File: config.mk
export PLATFORM = sky130hd
export DESIGN_NAME = hazard_fwd_ctrl
export DESIGN_NICKNAME = d
export VERILOG_FILES = /design/src/rtl/hazard_fwd_ctrl_pkg.sv /design/src/rtl/hazard_fwd_ctrl_fwd_sel_logic.sv /design/src/rtl/hazard_fwd_ctrl.sv
export SDC_FILE = /design/constraint.sdc
export NUM_CORES = 1
export LEC_CHECK = 0
export BUFFER_PORTS_ARGS = -buffer_cell sky130_fd_sc_hd__buf_2
export CAP_MARGIN = 10
export CELL_PAD_IN_SITES_DETAIL_PLACEMENT = 1
export CELL_PAD_IN_SITES_GLOBAL_PLACEMENT = 1
export CORE_AREA = 4 4 106 108
export CTS_CLUSTER_DIAMETER = 200
export CTS_CLUSTER_SIZE = 40
export DETAILED_ROUTE_END_ITERATION = 16
export DIE_AREA = 0 0 110 112
export PLACE_DENSITY = 0.81
export SETUP_SLACK_MARGIN = 0.4
export SYNTH_ARGS = -nofsm -noshare
export SYNTH_HDL_FRONTEND = slang
export SYNTH_SLANG_ARGS = --single-unit
File: constraint.sdc
create_clock -name clk_i -period 2.6 [get_ports clk_i]
set_input_delay 0.39 -clock clk_i [delete_from_list [all_inputs] [get_ports clk_i]]
set_output_delay 0.39 -clock clk_i [all_outputs]
set_load 0.01 [all_outputs]
File: src/rtl/hazard_fwd_ctrl_pkg.sv
// Shared definitions for the hazard/forwarding controller.
//   - REG_W      : register index width
//   - FWD_*      : EX operand mux select codes (3 is never driven)
//   - stage_tag_t: destination tag carried by each shadow pipeline stage
//   - tag_hits() : true when a tag is a live writer of a non-x0 register rs
package hazard_fwd_ctrl_pkg;

  localparam int REG_W = 5;

  localparam logic [1:0] FWD_RF  = 2'd0;  // register-file operand
  localparam logic [1:0] FWD_WB  = 2'd1;  // MEM/WB writeback result
  localparam logic [1:0] FWD_MEM = 2'd2;  // EX/MEM ALU result

  typedef struct packed {
    logic             valid;
    logic [REG_W-1:0] rd;
    logic             regwrite;
    logic             memread;
  } stage_tag_t;

  function automatic logic tag_hits(stage_tag_t t, logic [REG_W-1:0] rs);
    return t.valid & t.regwrite & (t.rd != '0) & (t.rd == rs);
  endfunction

endpackage

File: src/rtl/hazard_fwd_ctrl_fwd_sel_logic.sv
// Combinational forwarding comparator for one EX operand.
// Ports:
//   i_rs      : source register index of the instruction in ID
//   i_use_rs  : instruction actually reads i_rs
//   i_mem_tag : tag that will sit in MEM next cycle (current EX tag)
//   i_wb_tag  : tag that will sit in WB next cycle (current MEM tag)
//   o_sel     : forwarding select (FWD_MEM / FWD_WB / FWD_RF)
module fwd_sel_logic
  import hazard_fwd_ctrl_pkg::*;
(
  input  logic [REG_W-1:0] i_rs,
  input  logic             i_use_rs,
  input  stage_tag_t       i_mem_tag,
  input  stage_tag_t       i_wb_tag,
  output logic [1:0]       o_sel
);

  // The younger producer (the one heading into MEM) has the newer value,
  // so it is checked first. tag_hits() already excludes x0.
  always_comb begin
    o_sel = FWD_RF;
    if (i_use_rs && tag_hits(i_mem_tag, i_rs)) begin
      o_sel = FWD_MEM;
    end else if (i_use_rs && tag_hits(i_wb_tag, i_rs)) begin
      o_sel = FWD_WB;
    end
  end

endmodule

File: src/rtl/hazard_fwd_ctrl.sv
// Hazard and forwarding controller for a 5-stage RV32I pipeline.
// Keeps a private shadow pipeline of destination tags (EX, MEM, WB), produces
// registered EX operand forwarding selects, detects load-use hazards and
// applies branch flushes to its tag pipeline.
// Ports:
//   clk_i, rst_i             : clock, synchronous active-high reset
//   id_*_i                   : decoded fields of the instruction in ID
//   flush_i                  : taken branch/jump resolved in EX this cycle
//   fwd_a_sel_o, fwd_b_sel_o : registered EX operand mux selects
//   stall_o                  : combinational hold for PC and IF/ID
//   stall_cnt_o, flush_cnt_o : saturating event counters
//
// Handshake: there is no valid/ready flow here. id_valid_i qualifies the ID
// fields for one cycle; stall_o asks the front end to present the same ID
// instruction again next cycle, and the controller inserts a bubble in EX.
module hazard_fwd_ctrl
  import hazard_fwd_ctrl_pkg::*;
#(
  parameter int REG_W = hazard_fwd_ctrl_pkg::REG_W,
  parameter int CNT_W = 32
) (
  input  logic             clk_i,
  input  logic             rst_i,
  input  logic             id_valid_i,
  input  logic [REG_W-1:0] id_rs1_i,
  input  logic [REG_W-1:0] id_rs2_i,
  input  logic             id_use_rs1_i,
  input  logic             id_use_rs2_i,
  input  logic [REG_W-1:0] id_rd_i,
  input  logic             id_regwrite_i,
  input  logic             id_memread_i,
  input  logic             flush_i,
  output logic [1:0]       fwd_a_sel_o,
  output logic [1:0]       fwd_b_sel_o,
  output logic             stall_o,
  output logic [CNT_W-1:0] stall_cnt_o,
  output logic [CNT_W-1:0] flush_cnt_o
);

  stage_tag_t       r_ex_tag;
  stage_tag_t       r_mem_tag;
  stage_tag_t       r_wb_tag;
  logic [1:0]       r_fwd_a_sel;
  logic [1:0]       r_fwd_b_sel;
  logic [CNT_W-1:0] r_stall_cnt;
  logic [CNT_W-1:0] r_flush_cnt;

  stage_tag_t w_id_tag;
  logic [1:0] w_sel_a;
  logic [1:0] w_sel_b;
  logic       w_load_use;
  logic       w_stall;
  logic       w_bubble;

  assign w_id_tag.valid    = id_valid_i;
  assign w_id_tag.rd       = id_rd_i;
  assign w_id_tag.regwrite = id_regwrite_i;
  assign w_id_tag.memread  = id_memread_i;

  fwd_sel_logic u_sel_a (
    .i_rs      (id_rs1_i),
    .i_use_rs  (id_use_rs1_i),
    .i_mem_tag (r_ex_tag),
    .i_wb_tag  (r_mem_tag),
    .o_sel     (w_sel_a)
  );

  fwd_sel_logic u_sel_b (
    .i_rs      (id_rs2_i),
    .i_use_rs  (id_use_rs2_i),
    .i_mem_tag (r_ex_tag),
    .i_wb_tag  (r_mem_tag),
    .o_sel     (w_sel_b)
  );

  // A load in EX cannot forward its data until it reaches WB, so a dependent
  // ID instruction must wait one cycle. A flush discards the ID instruction,
  // and reset clears the load, so both suppress the stall immediately.
  assign w_load_use = r_ex_tag.valid & r_ex_tag.memread & (r_ex_tag.rd != '0) &
                      (((r_ex_tag.rd == id_rs1_i) & id_use_rs1_i) |
                       ((r_ex_tag.rd == id_rs2_i) & id_use_rs2_i));
  assign w_stall    = id_valid_i & w_load_use & ~flush_i & ~rst_i;
  assign w_bubble   = w_stall | flush_i | ~id_valid_i;

  always_ff @(posedge clk_i) begin
    if (rst_i) begin
      r_ex_tag    <= '0;
      r_mem_tag   <= '0;
      r_wb_tag    <= '0;
      r_fwd_a_sel <= FWD_RF;
      r_fwd_b_sel <= FWD_RF;
      r_stall_cnt <= '0;
      r_flush_cnt <= '0;
    end else begin
      r_wb_tag    <= r_mem_tag;
      r_mem_tag   <= r_ex_tag;
      r_ex_tag    <= w_bubble ? '0 : w_id_tag;
      r_fwd_a_sel <= w_bubble ? FWD_RF : w_sel_a;
      r_fwd_b_sel <= w_bubble ? FWD_RF : w_sel_b;
      if (w_stall && (r_stall_cnt != '1)) begin
        r_stall_cnt <= r_stall_cnt + CNT_W'(1);
      end
      if (flush_i && (r_flush_cnt != '1)) begin
        r_flush_cnt <= r_flush_cnt + CNT_W'(1);
      end
    end
  end

  assign fwd_a_sel_o = r_fwd_a_sel;
  assign fwd_b_sel_o = r_fwd_b_sel;
  assign stall_o     = w_stall;
  assign stall_cnt_o = r_stall_cnt;
  assign flush_cnt_o = r_flush_cnt;

endmodule

Word-level counts from Yosys, hierarchy flattened
Index checks and enable logic that the tools add are counted.

Word-level logic and storage cells: 58. Bits of input ports: 23. Output and inout bits: 69. Register bits: 83.

Multiplexer cells: 4. Equality and inequality tests: 6. Bitwise logic cells: 22. Add/sub/neg operators: 2. Reduce and logical (&&, ||, !) cells: 11.

Operator list (number): $add A32 B1 Y32 const B (2); $ne A32 B32 Y1 const B (2); $eq A5 B5 Y1 (4); $and A1 B1 Y1 (16); $reduce_bool A5 Y1 (2); $logic_and A1 B1 Y1 (6); $reduce_or A3 Y1 (2); $mux W2 (2); $not A1 Y1 (3); $or A1 B1 Y1 (3); $mux W1 (2); $reduce_or A2 Y1 (1).

Depth between registers and ports, before layout
Gate-level depths: netlist of run 1.

Depth in word-level cells: 10. Depth in mapped cells: 9. Depth with buffers taken out: 7.

By module
Synthesis of run 1 repeated with hierarchy kept, for this count alone.

Cell total of the unflattened synthesis: 474. Area total of the unflattened synthesis: 4152.7 sq um.

Modules (own cells, without submodules): hazard_fwd_ctrl (seq. area each 1681.6 sq um, cells each 430, area each 3814.9 sq um, times used 1); fwd_sel_logic (seq. area each 0.0 sq um, cells each 22, area each 168.9 sq um, times used 2).

Worst setup path after synthesis of run 1
OpenSTA, ideal clock, no wires.

Kind: reg-to-reg. Start: reg r_stall_cnt[23] (netlist: stall_cnt_o[23]). End: reg r_stall_cnt[2] (netlist: stall_cnt_o[2]). Path buffers: 0. Setup slack: 0.388 ns. Cell stages (with the launch flop): 7. Data required time: 2.479 ns. Library setup time: 0.121 ns. Arrival: 2.091 ns. Period minus slack after synthesis: 2.212 ns. Cell sequence: dfxtp_1 > nand4_2 > or3_1 > or3_4 > nor4_4 > nor3b_2 > mux2_4.

Cells in the longest elaborated chain, start to end: 2.

RTL lines: start, declared (RTL line hazard_fwd_ctrl.sv:45) `logic [CNT_W-1:0] r_stall_cnt;`; start signal, assigned (RTL line hazard_fwd_ctrl.sv:101) `r_stall_cnt <= r_stall_cnt + CNT_W'(1);`; $ne A32 B32 Y1 (RTL line hazard_fwd_ctrl.sv:100) `if (w_stall && (r_stall_cnt != '1)) begin`; $logic_and A1 B1 Y1 (RTL line hazard_fwd_ctrl.sv:100).

Every way passes these cells. A chain may end at the register's enable or synchronous reset.

Worst setup path after layout of run 1
Start: reg r_stall_cnt[29] (netlist: stall_cnt_o[29]). End: reg r_stall_cnt[0] (netlist: stall_cnt_o[0]).

Same word-level chain as after synthesis.

==> results.json, run 1 <==
{
  "io_pins": 92,
  "start_kind": "flip-flop",
  "cts_tree": "yes",
  "drive_above_1_share": 0.4050,
  "setup_tns_ns": 0,
  "antenna_found_initial": 0,
  "grt.met1_usage": 0.2455,
  "cts_buffers": 9,
  "slowest_delay_ns": 0.41,
  "dr.first_iter.drc_count": 157,
  "clk_pin_slew_ns": 0.08,
  "gp_congestion": 0.8707,
  "fin_util": 0.5356,
  "met3_usage": 0.03884,
  "core-area_sq_um": 10230,
  "nFillCells": 1224,
  "rsz0062_at_grt": "true",
  "busiest_layer": "met2",
  "htree_levels": 3,
  "nets": 626,
  "synth_cell_types": 47,
  "grt.met2_usage": 0.3495,
  "finalSetupViolations": 0,
  "finalCritPeriodShare": 0.8513,
  "clk_latency_ns": 0.36,
  "drc_errors": 0,
  "critPathMaxFanout": 5,
  "area_delta_synth_final_pct": 34.40,
  "syn_nets": 501,
  "io_buffers": 91,
  "detail-route-antenna-nets": 0,
  "yosys.cell_count.top_type": "dfxtp_1",
  "synth_area_per_cell_sq_um": 8.567,
  "avgViaCountPerCell": 5.595,
  "synth_area_leaders": "dfxtp_1, xnor2_1, a21oi_1, xor2_1, nor2_1",
  "path_delay_family": "simple AND/OR/NAND/NOR gates",
  "async_reset_ff_frac": 0,
  "status": "finished, final reports clean",
  "synthCells": 476,
  "period_minus_slack_ns": 2.213,
  "start_util": 0.3986,
  "hp-class": "input port to flip-flop",
  "power_leakage_uw": 0.002142,
  "max-vdd-ir-drop_v": 0.0002413,
  "finClkSkew_ns": 0.01490,
  "crit_required_ns": 2.81,
  "wire_per_inst_microns": 18.25,
  "grt_pass1_wl_microns": 20210,
  "path_cells": "nand4_1 -> or3_4 -> or3_4 -> nor4_4 -> buf_4 -> buf_6 -> or3_2 -> a21oi_1",
  "die_y_microns": 112,
  "synth_flop_cell": "dfxtp_1",
  "drtPass1Iterations": 4,
  "relSlewSlack": 0.4257,
  "die_w_microns": 110,
  "tightestPinTransition_ns": 0.8614,
  "powerDensity_nw_per_um2": 433.0,
  "dp_hpwl_microns": 8609,
  "grt.total_usage": 0.2030,
  "n_antenna_cell": 0,
  "drv_cap": 0,
  "cpMostUsedCell": "or3_4",
  "worst-setup-path-type": "flip-flop to flip-flop",
  "synth_top_area_share": 0.4075,
  "wl_microns": 13520,
  "die-area_sq_um": 12320,
  "post-place-ws_ns": 0.08331,
  "ys_ff_latch": 83,
  "critPathSlowestCell": "or3_4",
  "setup_ws_ns": 0.3867,
  "overflow": 0,
  "clkSinkCount": 83,
  "synth.yosys.seq_area_share": 0.4075,
  "fmax_mhz": 451.8,
  "grt_max_degree": 77,
  "drv_slew": 0,
  "row_count": 37,
  "crit_buf_inv": 2,
  "critPathArrivalTime_ns": 2.42,
  "synth_edf_count": 0,
  "synth_area_sq_um": 4078,
  "vias": 4146,
  "synth.largest_area_cell": "dfxtp_1",
  "clock_path_buffers": 2,
  "synthTopCellsByCount": "dfxtp_1, nor2_1, a21oi_1, nand2_1, nand3_1",
  "hold_viol": 0,
  "grt_pass1_vias": 4145,
  "endpoint_kind": "flip-flop",
  "yosys_warnings": 0,
  "clockRootBuffer": "clkbuf_8"
}
==> per-layer routing <==
metal,part of all wire,routed length [microns]
met1,0.41,5502
met2,0.53,7125
met3,0.040,535
met4,0.026,355
met5,0,0
==> cell families after synthesis <==
family | after synthesis | share of synthesized area
and+or+nand+nor | 230 | 0.3240
AOI/OAI and AO/OA | 85 | 0.1292
DFF | 83 | 0.4075
xor gates and xnor gates | 40 | 0.08591
buffers and inverters | 31 | 0.03252
muxes | 5 | 0.01473
adders and majority gates | 2 | 0.006136
==> cell type report <==
| type | count | area [sq um] | share of cell area |
|---|---|---|---|
| Clock inverter | 1 | 30.03 | 0.005479 |
| Sequential cell | 83 | 1747 | 0.3187 |
| Tap cell | 136 | 170.2 | 0.03105 |
| Clock buffer | 14 | 173.9 | 0.03174 |
| Inverter | 11 | 41.29 | 0.007534 |
| Multi-Input combinational cell | 362 | 2516 | 0.4591 |
| Timing Repair Buffer | 134 | 802.0 | 0.1463 |
==> cells in the final DEF, fill, tap and decap left out, drive strengths merged <==
cell type / synthesis / routed
nor2b: 12 / 12
o311a: 1 / 1
nand4: 23 / 23
xor2: 18 / 18
and2: 2 / 2
or4: 21 / 21
xnor2: 22 / 22
nand2: 28 / 28
ha: 2 / 2
or2: 2 / 2
and3: 16 / 16
or3: 24 / 24
and4: 6 / 6
dlymetal6s2s: 0 / 1
nor4bb: 1 / 1
o31ai: 16 / 16
o211ai: 3 / 3
nor2: 41 / 41
nor3b: 2 / 2
o21ai: 19 / 19
nor3: 17 / 17
dfxtp: 83 / 83
a31o: 1 / 1
clkbuf: 15 / 14
nor4: 8 / 8
nand3b: 1 / 1
or4b: 1 / 1
a21oi: 39 / 39
nand4bb: 1 / 1
mux2: 5 / 5
a2111o: 1 / 1
a31oi: 1 / 1
o41ai: 4 / 4
nand3: 24 / 24
buf: 5 / 133
bufinv: 0 / 1
inv: 11 / 11
==> where the power goes <==
| part | switching (uW) | internal (uW) |
|---|---|---|
| Sequential | 10.6 | 1260 |
| Clock | 467 | 526 |
| Combinational | 64.1 | 42.9 |
| Total | 542 | 1830 |
==> final timing paths <==
path                   start        endpoint  slack [ns]  cells after the start
min reg2reg   flush_cnt_o[1]  flush_cnt_o[1]        0.48                      2
min               id_rd_i[3]     r_ex_tag[5]        0.25                      2
max          stall_cnt_o[29]  stall_cnt_o[0]        0.39                      8
max reg2reg  stall_cnt_o[29]  stall_cnt_o[0]        0.39                      8
==> flip-flops by register name (all words and copies together), names as in the netlist <==
signal and flops:
fwd_a_sel_o 2, fwd_b_sel_o 2, r_ex_tag 8, r_mem_tag 7
stall_cnt_o 32, flush_cnt_o 32
==> repair_timing <==
item | 4_1_cts | 5_1_grt
gates cloned | 1 | 1
setup buffers | 8 | 19
pin swaps | 7 | 21
gates resized for setup | 24 | 76
endpoints found under the setup margin | 30 | 39
hold buffers | 0 | 0
==> through the flow <==
step,total power [uW],instance area (sq um),hold slack [ns],instances
after detailed placement,1414,4745,0.4822,697
after floorplan,1367,4101,0.4614,476
final,2373,5480,0.2524,741
after CTS,2403,5091,0.2337,721
after global routing,2476,5480,0.2426,741
after global placement,1409,4745,0.4724,697
Note: power is estimated with default switching activity, not from simulation.
==> run 2: changes to the inputs <==
--- a/config.mk
+++ b/config.mk
@@ -11,10 +11,10 @@
 export CELL_PAD_IN_SITES_GLOBAL_PLACEMENT = 1
 export CORE_AREA = 4 4 106 108
 export CTS_CLUSTER_DIAMETER = 200
-export CTS_CLUSTER_SIZE = 40
 export DETAILED_ROUTE_END_ITERATION = 16
 export DIE_AREA = 0 0 110 112
 export PLACE_DENSITY = 0.81
+export RECOVER_POWER = 25
 export SETUP_SLACK_MARGIN = 0.4
 export SYNTH_ARGS = -nofsm -noshare
 export SYNTH_HDL_FRONTEND = slang
==> run 2 against run 1 <==
Compared with the run above:
- the flow now finishes with violations (max-capacitance violations, max-slew violations)
- fmax shrank 6.4%
- sequential cell count is the same
- sequential share of layout area shrank 0.39 points
- wire length grew 0.10%
- final cell count is the same
- clock power grew 0.5%
- die area is the same
- critical path type unchanged
==> results.json, run 2 (same netlist as run 1, synthesis figures left out) <==
{
  "setup_ws_ns": 0.2350,
  "endpoint_kind": "flip-flop",
  "drive_above_1_share": 0.3554,
  "final_cell_mix": "buf_2, dfxtp_1, nor2_1",
  "clk_latency_ns": 0.37,
  "post-place-ws_ns": 0.08331,
  "cts_tree": "yes",
  "io_pins": 92,
  "critPathSlowestCell": "dfxtp_1",
  "clockRootBuffer": "clkbuf_8",
  "status": "finished, violations left",
  "wl_microns": 13530,
  "rsz0062_at_grt": "true",
  "worst-setup-path-type": "flip-flop to flip-flop",
  "clk_pin_slew_ns": 0.09,
  "finalCritPeriodShare": 0.9096,
  "nets": 626,
  "fmax_mhz": 422.8,
  "clock_path_buffers": 2,
  "n_antenna_cell": 0,
  "area_delta_synth_final_pct": 33.05,
  "grt_pass1_vias": 4145,
  "powerDensity_nw_per_um2": 439.4,
  "grt_pass1_wl_microns": 20210,
  "htree_levels": 3,
  "power_leakage_uw": 0.002083,
  "hold_buffers": 0,
  "path_cells": "nand2_8 -> or3_1 -> or3_4 -> nor4_4 -> buf_4 -> buf_6 -> or3_2 -> a21oi_1",
  "slowest_delay_ns": 0.49,
  "relSlewSlack": -0.1371,
  "finClkSkew_ns": 0.01589,
  "critPathMaxFanout": 5,
  "fin_area_sq_um": 5425,
  "row_count": 37,
  "detail-route-antenna-nets": 0,
  "vias": 4150,
  "avgViaCountPerCell": 5.601,
  "setup_tns_ns": 0,
  "finalSetupViolations": 0,
  "violations": "max-capacitance violations, max-slew violations",
  "hold_viol": 0,
  "die_y_microns": 112,
  "overflow": 0,
  "tightestPinTransition_ns": 1.706,
  "period_minus_slack_ns": 2.365,
  "gp_congestion": 0.8707,
  "cts_buffers": 9,
  "drv_cap": 1,
  "nFillCells": 1238,
  "grt_max_degree": 77,
  "start_util": 0.3986,
  "wire_per_inst_microns": 18.26,
  "die-area_sq_um": 12320,
  "start_kind": "flip-flop",
  "drc_errors": 0,
  "drv_slew": 77,
  "dp_hpwl_microns": 8609,
  "fin_total_pwr_uw": 2384,
  "place_area_sq_um": 4745,
  "layout.cells.most_common": "buf_2",
  "die_w_microns": 110,
  "crit_required_ns": 2.77,
  "io_buffers": 91,
  "grt.total_usage": 0.2030,
  "core-area_sq_um": 10230,
  "clkSinkCount": 83,
  "hp-class": "input port to flip-flop",
  "max-vdd-ir-drop_v": 0.0002412,
  "critPathArrivalTime_ns": 2.53,
  "drtPass1Iterations": 4,
  "antenna_found_initial": 0,
  "dr.first_iter.drc_count": 145
}
run 2: cell types whose count changed in the layout (fill, tap and decap cells not counted):
cell	before	now
dfxtp_1	49	68
dfxtp_2	17	4
buf_2	91	80
clkbuf_1	3	14
dfxtp_4	17	11
buf_4	38	37
clkbuf_2	0	1
run 2: through the flow:
step                  util  std cells  hold slack (ns)
floorplan                -        476           0.4614
finish              0.5303        741           0.2490
CTS                 0.4976        721           0.2337
detailed placement  0.4637        697           0.4822
global placement    0.4637        697           0.4724
global route        0.5303        741           0.2426
run 2: what timing repair did:
item / in CTS / in global routing
buffers inserted: 8 / 19
pin swaps: 7 / 21
setup endpoints to repair: 30 / 39
resized for setup: 24 / 76
cloned: 1 / 1
run 2: worst paths after layout:
kind / cells past startpoint / slack, ns / end / startpoint
setup reg to reg: 8 / 0.24 / stall_cnt_o[0] / stall_cnt_o[10]
hold / removal: 2 / 0.25 / r_ex_tag[5] / id_rd_i[3]
hold reg to reg: 1 / 0.50 / r_mem_tag[1] / r_ex_tag[1]
setup / recovery: 8 / 0.24 / stall_cnt_o[0] / stall_cnt_o[10]
run 2: per-layer routing:
metal / share of wire / vias up / GRT usage / wire length [microns]
li1: - / 2003 / - / -
met1: 0.41 / 2037 / 0.2455 / 5558
met2: 0.53 / 80 / 0.3495 / 7121
met3: 0.035 / 30 / 0.03884 / 477
met4: 0.028 / 0 / 0.07814 / 376
met5: 0 / - / 0 / 0
run 2: where the power goes:
group	internal, uW	leakage (uW)	switching, uW
registers	1270	0.000680	10.5
clock network	526	0.000102	473
logic	42.5	0.00130	64.1
total	1840	0.00208	547
run 2: cell type report:
class                           count  area (sq um)  share of cell area
Inverter                           11         41.29            0.007611
Timing Repair Buffer              134         785.8              0.1448
Tap cell                          136         170.2             0.03137
Clock inverter                      1         30.03            0.005535
Sequential cell                    83          1708              0.3148
Clock buffer                       14         173.9             0.03206
Multi-Input combinational cell    362          2516              0.4638
run 2: worst max-delay path, delay by kind of cell, from the launching register on:
family          cells  cell delay (ns)
compound gates      1             0.06
buf+inv             2             0.32
flops               1             0.49
simple gates        5             1.28
==> run 3: changes to the inputs <==
--- a/config.mk
+++ b/config.mk
@@ -9,11 +9,11 @@
 export CAP_MARGIN = 10
 export CELL_PAD_IN_SITES_DETAIL_PLACEMENT = 1
 export CELL_PAD_IN_SITES_GLOBAL_PLACEMENT = 1
-export CORE_AREA = 4 4 106 108
+export CORE_AREA = 4 4 103 105
 export CTS_CLUSTER_DIAMETER = 200
 export DETAILED_ROUTE_END_ITERATION = 16
-export DIE_AREA = 0 0 110 112
-export PLACE_DENSITY = 0.81
+export DIE_AREA = 0 0 107 109
+export PLACE_DENSITY = 0.85
 export RECOVER_POWER = 25
 export SETUP_SLACK_MARGIN = 0.4
 export SYNTH_ARGS = -nofsm -noshare
==> constraint.sdc (replaced) <==
create_clock -name clk_i -period 2.9 [get_ports clk_i]
set_input_delay 0.435 -clock clk_i [delete_from_list [all_inputs] [get_ports clk_i]]
set_output_delay 0.435 -clock clk_i [all_outputs]
set_load 0.01 [all_outputs]
==> run 3 against run 2 <==
Compared with the run above:
- the flow still finishes with violations (max-capacitance violations, max-slew violations)
- register-to-register slack improved by 0.24 ns
- clock-buffer cell count fell by 2
- final cell count fell by 4.3%
- fmax shrank 2.3%
- first-iteration DRC count fell by 10%
- design area is 9.7% lower
- non-clock buffer count fell by 31
- power shrank 13%
- critical endpoint is now stall_cnt_o[2]
- sequential cell count stayed put
- via count decreased by 4.0%
==> results.json, run 3 (same netlist as run 1, synthesis figures left out) <==
{
  "cts_tree": "yes",
  "drv_slew": 77,
  "gp_congestion": 0.9276,
  "finalSetupViolations": 0,
  "wl_microns": 11760,
  "start_kind": "flip-flop",
  "clkSinkCount": 83,
  "status": "finished, violations left",
  "die_w_microns": 107,
  "instances_no_fill": 709,
  "io_buffers": 91,
  "area_delta_synth_final_pct": 20.10,
  "htree_levels": 3,
  "dr_wl_met3_microns": 469,
  "final_cell_mix": "dfxtp_1, buf_2, nor2_1",
  "rsz0062_at_grt": "true",
  "critPathArrivalTime_ns": 2.66,
  "critPathMaxFanout": 18,
  "crit_required_ns": 3.14,
  "start_util": 0.4230,
  "n_antenna_cell": 0,
  "r2r_setup_slack_ns": 0.48,
  "die_y_microns": 109,
  "finalCritPeriodShare": 0.8348,
  "clockRootBuffer": "clkbuf_8",
  "cts_buffers": 9,
  "hp-class": "input port to flip-flop",
  "die-area_sq_um": 11660,
  "antenna_found_initial": 0,
  "powerDensity_nw_per_um2": 424.5,
  "detail-route-antenna-nets": 0,
  "wire_per_inst_microns": 16.58,
  "clk_latency_ns": 0.35,
  "finClkSkew_ns": 0.01124,
  "grt_pass1_wl_microns": 19100,
  "grt_pass1_vias": 4012,
  "top_layer": "met4",
  "endpoint_kind": "flip-flop",
  "period_minus_slack_ns": 2.421,
  "setup_tns_ns": 0,
  "clk_pin_slew_ns": 0.08,
  "dr.first_iter.drc_count": 130,
  "worst-setup-path-type": "flip-flop to flip-flop",
  "clock_path_buffers": 2,
  "nets": 596,
  "grt.total_usage": 0.1996,
  "avgViaCountPerCell": 5.618,
  "violations": "max-capacitance violations, max-slew violations",
  "drtPass1Iterations": 4,
  "met2_wirelength_microns": 6165,
  "drv_cap": 1,
  "io_pins": 92,
  "core-area_sq_um": 9639,
  "fin_hold_ws_ns": 0.3151,
  "nFillCells": 1230,
  "dp_hpwl_microns": 8481,
  "multi_input_area_sq_um": 2323,
  "wl_met1_microns": 5016,
  "row_count": 36,
  "hold_viol": 0,
  "drc_errors": 0,
  "fmax_mhz": 413.1,
  "setup_ws_ns": 0.4791,
  "relSlewSlack": -0.1312,
  "drive_above_1_share": 0.2101,
  "vias": 3983,
  "post-place-ws_ns": 0.3181,
  "max-vdd-ir-drop_v": 0.0002606,
  "tightestPinTransition_ns": 1.697,
  "power_leakage_uw": 0.001732,
  "placedCellCount": 689,
  "overflow": 0,
  "layout.cells.most_common": "dfxtp_1",
  "seqCellArea_sq_um": 1662,
  "grt_max_degree": 77
}
[run 3: final cells by class]
| type | instances | area share |
|---|---|---|
| clock inverters | 4 | 0.01022 |
| multi-input cells | 363 | 0.4745 |
| well taps | 133 | 0.03398 |
| repair buffers | 103 | 0.1040 |
| flip-flops and latches | 83 | 0.3393 |
| inverters | 11 | 0.008431 |
| clock buffers | 12 | 0.02964 |
[run 3: worst paths after layout]
path	from	to	cells after the start
min reg2reg	r_ex_tag[1]	r_mem_tag[1]	1
max reg2reg	stall_cnt_o[22]	stall_cnt_o[2]	7
max	stall_cnt_o[22]	stall_cnt_o[2]	7
min	id_rd_i[2]	r_ex_tag[4]	2
[run 3: repair_timing]
item                       CTS  global route
cloned                       0             1
hold buffers                 0             0
pin swaps                    1             1
setup buffers                3             0
resized for setup            1             8
setup endpoints to repair    5            17
[run 3: per-stage QoR]
step / area (sq um) / util / power (uW)
2_1_floorplan: 4078 / - / 1229
3_3_place_gp: 4679 / 0.4855 / 1265
3_5_place_dp: 4679 / 0.4855 / 1269
4_1_cts: 4905 / 0.5088 / 2107
5_1_grt: 4897 / 0.5080 / 2163
6_report: 4897 / 0.5080 / 2079
[run 3: report_power, final]
part	leakage (uW)	switching [uW]	internal, uW
clock network	0.0000926	416	421
logic	0.000970	52.0	33.9
registers	0.000670	8.63	1150
total	0.00173	477	1600
[run 3: critical path, cell delays in order (launching register included)]
cell and delay, ns:
dfxtp_1 0.45, nand4_2 0.20, or3_1 0.49, or3_4 0.44, nor4_4 0.16, buf_6 0.21, nor3b_2 0.07, mux2_4 0.30
[run 3: layer usage]
layer  up-vias  track usage
met5         -            0
met4         0      0.05023
met3        13      0.04263
met2        78       0.3737
met1      1946       0.2311
li1       1946            -
